$ cat src/rtl/mips_pkg.sv
// Shared types for the hazard/forwarding controller.
// Scoreboard entries carry a fixed-width register address, zero-extended.
package mips_pkg;

  localparam int RA_MAX = 8;

  localparam logic [2:0] FWD_REGFILE = 3'd0;
  localparam logic [2:0] FWD_EX      = 3'd1;
  localparam logic [2:0] FWD_MEM     = 3'd2;

  typedef struct packed {
    logic              valid;
    logic [RA_MAX-1:0] rd;
    logic              wr;
    logic              ld;
  } sb_entry_t;

  function automatic logic src_match(
    input logic              use_src,
    input sb_entry_t         e,
    input logic [RA_MAX-1:0] src
  );
    return use_src & e.valid & e.wr & (e.rd == src) & (src != '0);
  endfunction

endpackage

$ cat src/rtl/hazard_scoreboard.sv
// Shift register of in-flight destinations: index 0 = EX, DEPTH-1 = WB.
// A cycle without issue shifts in an invalid entry (bubble).
module hazard_scoreboard
  import mips_pkg::*;
#(
  parameter int DEPTH = 3
) (
  input  logic                  clk,
  input  logic                  rst,
  input  logic                  issue,
  input  sb_entry_t             entry,
  output sb_entry_t [DEPTH-1:0] sb
);

  sb_entry_t [DEPTH-1:0] sb_q;

  always_ff @(posedge clk or posedge rst) begin
    if (rst) begin
      sb_q <= '0;
    end else begin
      sb_q[0] <= issue ? entry : '0;
      for (int i = 1; i < DEPTH; i++) begin
        sb_q[i] <= sb_q[i-1];
      end
    end
  end

  assign sb = sb_q;

endmodule

$ cat src/rtl/pipeline_hazard_unit.sv
// RAW hazard detection, forwarding selects, stall/flush control
// and a saturating stall-cycle counter.
module pipeline_hazard_unit
  import mips_pkg::*;
#(
  parameter int REG_AW = 5,
  parameter int DEPTH  = 3,
  parameter int FWD_EN = 1,
  parameter int CNT_W  = 16
) (
  input  logic              clk,
  input  logic              rst,
  input  logic              id_valid,
  input  logic [REG_AW-1:0] id_rs,
  input  logic [REG_AW-1:0] id_rt,
  input  logic              id_use_rs,
  input  logic              id_use_rt,
  input  logic [REG_AW-1:0] id_rd,
  input  logic              id_reg_write,
  input  logic              id_mem_read,
  input  logic              ex_branch_taken,
  output logic              stall_if,
  output logic              stall_id,
  output logic              flush_if,
  output logic              bubble_ex,
  output logic [2:0]        fwd_a_sel,
  output logic [2:0]        fwd_b_sel,
  output logic [CNT_W-1:0]  stall_cycles
);

  sb_entry_t [DEPTH-1:0] sb;
  sb_entry_t             entry;
  logic                  issue;
  logic                  raw_stall;
  logic [DEPTH-1:0]      ma;
  logic [DEPTH-1:0]      mb;
  logic [RA_MAX-1:0]     rs_x;
  logic [RA_MAX-1:0]     rt_x;
  logic [CNT_W-1:0]      cnt_q;
  logic [CNT_W-1:0]      cnt_d;
  logic                  unused_sb;

  assign rs_x = RA_MAX'(id_rs);
  assign rt_x = RA_MAX'(id_rt);

  always_comb begin
    entry.valid = 1'b1;
    entry.rd    = RA_MAX'(id_rd);
    entry.wr    = id_reg_write;
    entry.ld    = id_mem_read;
  end

  always_comb begin
    ma = '0;
    mb = '0;
    for (int i = 0; i < DEPTH; i++) begin
      ma[i] = src_match(id_use_rs, sb[i], rs_x);
      mb[i] = src_match(id_use_rt, sb[i], rt_x);
    end
  end

  // Scan oldest to youngest so the youngest producer wins; WB reads
  // through the regfile, so it is never a forwarding source.
  always_comb begin
    fwd_a_sel = FWD_REGFILE;
    fwd_b_sel = FWD_REGFILE;
    if (FWD_EN != 0) begin
      for (int i = DEPTH - 2; i >= 0; i--) begin
        if (ma[i]) fwd_a_sel = 3'(i + 1);
        if (mb[i]) fwd_b_sel = 3'(i + 1);
      end
    end
  end

  always_comb begin
    if (FWD_EN != 0) begin
      raw_stall = (ma[0] | mb[0]) & sb[0].ld;
    end else begin
      raw_stall = |(ma[DEPTH-2:0] | mb[DEPTH-2:0]);
    end
  end

  assign stall_if  = raw_stall & ~ex_branch_taken;
  assign stall_id  = raw_stall & ~ex_branch_taken;
  assign bubble_ex = raw_stall | ex_branch_taken;
  assign flush_if  = ex_branch_taken;
  assign issue     = id_valid & ~stall_id & ~ex_branch_taken;

  hazard_scoreboard #(
    .DEPTH(DEPTH)
  ) u_sb (
    .clk  (clk),
    .rst  (rst),
    .issue(issue),
    .entry(entry),
    .sb   (sb)
  );

  assign cnt_d = (stall_id && (cnt_q != '1)) ? cnt_q + CNT_W'(1) : cnt_q;

  always_ff @(posedge clk or posedge rst) begin
    if (rst) cnt_q <= '0;
    else     cnt_q <= cnt_d;
  end

  assign stall_cycles = cnt_q;
  assign unused_sb    = ^sb;

endmodule
$ cat config.mk
export PLATFORM = sky130hd
export DESIGN_NAME = pipeline_hazard_unit
export DESIGN_NICKNAME = d
export VERILOG_FILES = /design/src/rtl/mips_pkg.sv /design/src/rtl/hazard_scoreboard.sv /design/src/rtl/pipeline_hazard_unit.sv
export SDC_FILE = /design/constraint.sdc
export NUM_CORES = 1
export LEC_CHECK = 0
export ABC_CLOCK_PERIOD_IN_PS = 2800
export CAP_MARGIN = 40
export CORE_UTILIZATION = 46
export CTS_CLUSTER_DIAMETER = 150
export DETAILED_ROUTE_END_ITERATION = 8
export HOLD_SLACK_MARGIN = 0.02
export MAX_ROUTING_LAYER = met4
export PLACE_DENSITY = 0.76
export REMOVE_ABC_BUFFERS = 1
export SETUP_SLACK_MARGIN = 0.4
export SLEW_MARGIN = 15
export SYNTH_ARGS = -nofsm -noshare
export SYNTH_HDL_FRONTEND = slang
export SYNTH_SLANG_ARGS = --single-unit
$ cat constraint.sdc
create_clock -name clk -period 2.8 [get_ports clk]
set_clock_uncertainty 0.05 [all_clocks]
set_input_delay 0.42 -clock clk [delete_from_list [all_inputs] [get_ports clk]]
set_output_delay 0.42 -clock clk [all_outputs]
set_load 0.01 [all_outputs]
==> results of run 1 <==
[cells in the final DEF (no fill, tap or decap), types with 7 or more instances in the layout]
master,netlist,final
dfrtp_1,31,30
xor2_1,18,18
nor3_1,8,7
xnor2_1,15,14
and3_1,11,11
buf_4,4,26
clkdlybuf4s50_1,0,28
[per-stage QoR]
step,cell area (um2),setup WS [ps],hold slack [ps],instances,setup TNS (ps)
5_1_grt,2295,358.7,351.7,259,0
6_report,2295,389.3,337.6,259,0
2_1_floorplan,1506,505.2,303.5,135,0
4_1_cts,2243,360.6,335.6,256,0
3_3_place_gp,2157,-328.4,308.9,243,-1277
3_5_place_dp,2157,-365.3,314.9,243,-1440
[flip-flops by register name (all words and copies together) (netlist names)]
| name | count |
|---|---|
| stall_cycles | 16 |
| u_sb.sb | 15 |
[logic make-up after synthesis]
logic type | Yosys count | share of synthesized area, %
AND/OR/NAND/NOR | 52 | 20.28
XOR/XNOR | 33 | 18.66
flip-flops | 31 | 50.08
buffers and inverters | 12 | 4.442
AO/OA/AOI/OAI | 9 | 4.766
adder cells (fa/ha/maj) | 1 | 0.8076
other | 1 | 0.2421
multiplexers | 1 | 0.7269
[critical path, stage by stage]
cell and delay (ps):
buf_8 100, or4_4 550, o21ai_4 190, nor4_4 70, or2_4 280, a21oi_4 160
inv_1 50, buf_2 130
[final timing paths]
kind,end,slack [ps],startpoint,cells past startpoint
max in group asynchronous,u_sb.sb[3],1990,rst,3
setup reg to reg,stall_cycles[1],540,stall_cycles[0],7
hold reg to reg,u_sb.sb[21],340,u_sb.sb[10],0
min in group asynchronous,u_sb.sb[1],420,rst,3
hold / removal,u_sb.sb[21],340,u_sb.sb[10],0
setup / recovery,bubble_ex,390,id_rs[3],8
[routing by layer]
metal,vias to the layer above,GRT usage (%),share of wire [%]
met5,-,-,0
met3,6,5.411,4.8
met1,666,31.89,44
li1,631,-,-
met2,44,36.35,50
met4,0,6.645,1.2
[power groups by stage]
stage / logic (mW) / registers, mW / clock network [mW]
3_3_place_gp: 0.100 / 0.473 / 0
6_report: 0.109 / 0.466 / 0.259
3_5_place_dp: 0.103 / 0.474 / 0
2_1_floorplan: 0.0383 / 0.471 / 0
4_1_cts: 0.103 / 0.465 / 0.269
5_1_grt: 0.119 / 0.467 / 0.288
[cell type report]
type                            count  area share (%)
Clock buffer                        5           1.636
Clock inverter                      3          0.8724
Inverter                            6          0.9815
Multi-Input combinational cell     98           33.48
Sequential cell                    31           33.86
Tap cell                           44           2.399
Timing Repair Buffer               72           26.77
[timing repair]
item                       in CTS  in global routing
setup endpoints to repair       7                  8
pin swaps                       9                  7
buffers inserted                5                  3
gates resized for setup        53                 15
==> impl_metrics.ini, run 1 <==
[clocking]
clk_path_buf_depth = 2
clk_latency_ps = 320
cts_num_sinks = 31
clk_pin_slew_ps = 110
cts_inserted_buffers = 5
ctsHoldBuffers = 0
cts_tree = built
htree_levels = 2
clock-root-buffer = clkbuf_4

[logic_synthesis]
synthFlopType = dfrtp_1
netlist.top_cell.by_area = dfrtp_1
synthTopCellsByCount = dfrtp_1, xor2_1, xnor2_1
syn-cell-area_mm2 = 0.001549
synth.ff_latch_count = 31
synth_seq_area_share_pct = 50.08
syn-instance-count = 140
synth.most_common_cell = dfrtp_1
synth_enable_flop_cells = 0
avgSynthCellArea_um2 = 11.06
ys_warn_count = 0
synth_top_area_share_pct = 50.08
ys_top_cells_by_area = dfrtp_1, xor2_1, xnor2_1
async_reset_ff_share_pct = 100.0
synth_cell_types = 30

[sta]
fin_crit_sh_pct = 86.09
rsz0062_at_grt = yes
clock.fmax_mhz = 414.8
setup_viol = 0
min_period_ps = 2411
hold_viol_final = 0
maxSlewViolCount = 0

[flow_run]
drv_cap = 0

[detailed_routing]
final_antenna_net_count = 0
drt-total-wl_mm = 3.843
drc = 0
drt-initial-drc-count = 84
wl_per_cell_um = 14.84
drt-pass1-iter-count = 4
vias_per_cell = 5.201
vias = 1347

[grt]
antenna_found_initial = 0
grt_max_degree = 32
grt_pass1_vias = 1335
grtUsageTotal_pct = 23.81
grt_pass1_wl_mm = 6.023
grt_overflow = 0

[floorplan]
dieHeight_um = 60.03
dieArea_mm2 = 0.003604
fp.dieW_um = 60.03
rows = 20
initial_core_util_pct = 49.52
io_pins = 49
core_mm2 = 0.003128

[critical_path]
critPathKind = primary input to output port
worstPathRequired_ps = 2330
path_max_fanout = 3
arrival_ps = 1940
end_kind = output port
cp-start-kind = primary input

[worst_hold_path]
hp-class = register to register

[layout]
areaGrowthSynthToFinish_pct = 48.14
final_util_pct = 73.36
drive_above_1_share_pct = 28.37
n_antenna_cell = 0
fillers = 241
multi_input_area_um2 = 768.2
nNetsFinal = 238
register_area_um2 = 777.0

[power]
clockPowerShare_pct = 31.0
finalPower_uw = 833.6
vdd_drop_max_mv = 0.3256
p_sw_uw = 220.3
internal_power_uw = 613.3
p_comb_share_pct = 13.1
p_seq_share_pct = 55.9
swShare_pct = 26.43
p_leak_nw = 1.119
p_per_area_mw_per_mm2 = 363.3

[place]
gp_congestion = 0.8761
hpwl_mm = 2.664
io_buffer_count = 46

[status]
status = finished, final reports clean
Note: power is estimated with default switching activity, not from simulation.
==> run 2, diff against run 1 <==
--- a/config.mk
+++ b/config.mk
@@ -5,14 +5,14 @@
 export SDC_FILE = /design/constraint.sdc
 export NUM_CORES = 1
 export LEC_CHECK = 0
-export ABC_CLOCK_PERIOD_IN_PS = 2800
+export ABC_CLOCK_PERIOD_IN_PS = 2200
 export CAP_MARGIN = 40
-export CORE_UTILIZATION = 46
+export CORE_UTILIZATION = 30
 export CTS_CLUSTER_DIAMETER = 150
 export DETAILED_ROUTE_END_ITERATION = 8
 export HOLD_SLACK_MARGIN = 0.02
 export MAX_ROUTING_LAYER = met4
-export PLACE_DENSITY = 0.76
+export PLACE_DENSITY = 0.55
 export REMOVE_ABC_BUFFERS = 1
 export SETUP_SLACK_MARGIN = 0.4
 export SLEW_MARGIN = 15
==> constraint.sdc (replaced) <==
create_clock -name clk -period 2.2 [get_ports clk]
set_clock_uncertainty 0.05 [all_clocks]
set_input_delay 0.33 -clock clk [delete_from_list [all_inputs] [get_ports clk]]
set_output_delay 0.33 -clock clk [all_outputs]
set_load 0.01 [all_outputs]
==> impl_metrics.ini, run 2 (synthesis gave the netlist of run 1 again) <==
[sta]
setup_tns_ps = 0
maxSlewViolCount = 0
setup_viol = 0
fin_ws_ps = 5.000
rsz0062_at_grt = yes
tightest_slew_ps = 615.7
min_period_ps = 2195
fin_crit_sh_pct = 99.77
clock.fmax_mhz = 455.6
hold_viol_final = 0
relSlewSlack_pct = 58.83

[clocking]
cts_tree = built
cts_inserted_buffers = 5
clk_pin_slew_ps = 70
htree_levels = 2
clock-root-buffer = clkbuf_8
clk_path_buf_depth = 2
clk_latency_ps = 280
cts_num_sinks = 31

[layout]
nNetsFinal = 264
layout_commonest_cell = buf_4
final_cell_mix = buf_4, dfrtp_1, clkdlybuf4s50_1
largest_reg_flops = 16
areaGrowthSynthToFinish_pct = 84.73
multi_input_area_um2 = 982.2
n_antenna_cell = 0
drive_above_1_share_pct = 47.72
final_util_pct = 59.02
finalNonFillerCells = 308
register_area_um2 = 775.7
fillers = 391

[power]
p_leak_nw = 1.370
vdd_drop_max_mv = 0.2825
p_per_area_mw_per_mm2 = 417.1
finalPower_mw = 1.194

[critical_path]
end_kind = output port
critPathKind = primary input to output port
cp-start-kind = primary input
path_max_fanout = 4
arrival_ps = 1810
worstPathRequired_ps = 1820

[floorplan]
dieHeight_um = 73.86
dieArea_mm2 = 0.005455
rows = 25
initial_core_util_pct = 31.95
fp.dieW_um = 73.86
core_mm2 = 0.004848
io_pins = 49

[grt]
grt_pass1_vias = 1428
grt_max_degree = 32
grt_overflow = 0
grtUsageTotal_pct = 18.67
antenna_found_initial = 0
grt_pass1_wl_mm = 7.148

[detailed_routing]
drc = 0
vias = 1395
final_antenna_net_count = 0
drt-initial-drc-count = 58
wl_per_cell_um = 14.37
vias_per_cell = 4.529
drt-pass1-iter-count = 4
drt-total-wl_mm = 4.425

[worst_hold_path]
hp-class = register to register

[status]
status = finished, final reports clean

[place]
gp_congestion = 0.8750
post-place-cells = 276
pre_cts_ws_ps = -790.3
hpwl_mm = 2.969
io_buffer_count = 46

[flow_run]
drv_cap = 0
## run 2: where the power goes
group	internal (mW)	leakage, nW	switching [mW]
logic	0.0958	0.920	0.0676
clock network	0.221	0.0412	0.217
registers	0.581	0.409	0.0116
## run 2: what timing repair did
action | CTS | global route
resized for setup | 114 | 28
setup endpoints to repair | 32 | 31
hold buffers | 0 | 0
gates cloned | 1 | 0
pin swaps | 25 | 19
buffers inserted | 13 | 10
## run 2: stage by stage
| step | hold WS [ps] | instance area [um2] |
|---|---|---|
| 3_5_place_dp | 309.9 | 2261 |
| 4_1_cts | 320.1 | 2653 |
| 2_1_floorplan | 303.5 | 1506 |
| 3_3_place_gp | 308.6 | 2261 |
| 5_1_grt | 333.4 | 2861 |
| 6_report | 316.1 | 2861 |
## run 2: worst paths after layout
kind                             startpoint          endpoint  cells after the start  slack, ps
worst max-delay path               id_rt[1]         bubble_ex                      8          5
worst min-delay path            u_sb.sb[10]       u_sb.sb[21]                      0        320
worst max register to register   u_sb.sb[4]  stall_cycles[10]                     10        120
worst min register to register  u_sb.sb[10]       u_sb.sb[21]                      0        320
max in group asynchronous               rst       u_sb.sb[10]                      3       1420
min in group asynchronous               rst       u_sb.sb[17]                      3        380
## run 2: layout make-up
| class | count | area share [%] |
|---|---|---|
| Inverter | 6 | 0.7871 |
| Tap cell | 67 | 2.930 |
| Sequential cell | 31 | 27.11 |
| Timing Repair Buffer | 98 | 31.88 |
| Multi-Input combinational cell | 98 | 34.32 |
| Clock inverter | 2 | 0.4373 |
| Clock buffer | 6 | 2.536 |
## run 2: per-layer routing
layer	wire [um]	share of wire [%]	GRT usage (%)	vias up
li1	-	-	-	679
met1	2049	46	25.07	686
met2	2195	50	28.13	24
met3	124	2.8	4.115	6
met4	55	1.2	5.769	0
met5	0	0	-	-
## run 2: critical path, stage by stage
cell     delay (ps)
buf_6            90
or4_4           530
o21ai_4         170
nor4_4           70
or2_4           290
a21oi_4         140
inv_1            50
buf_2           130
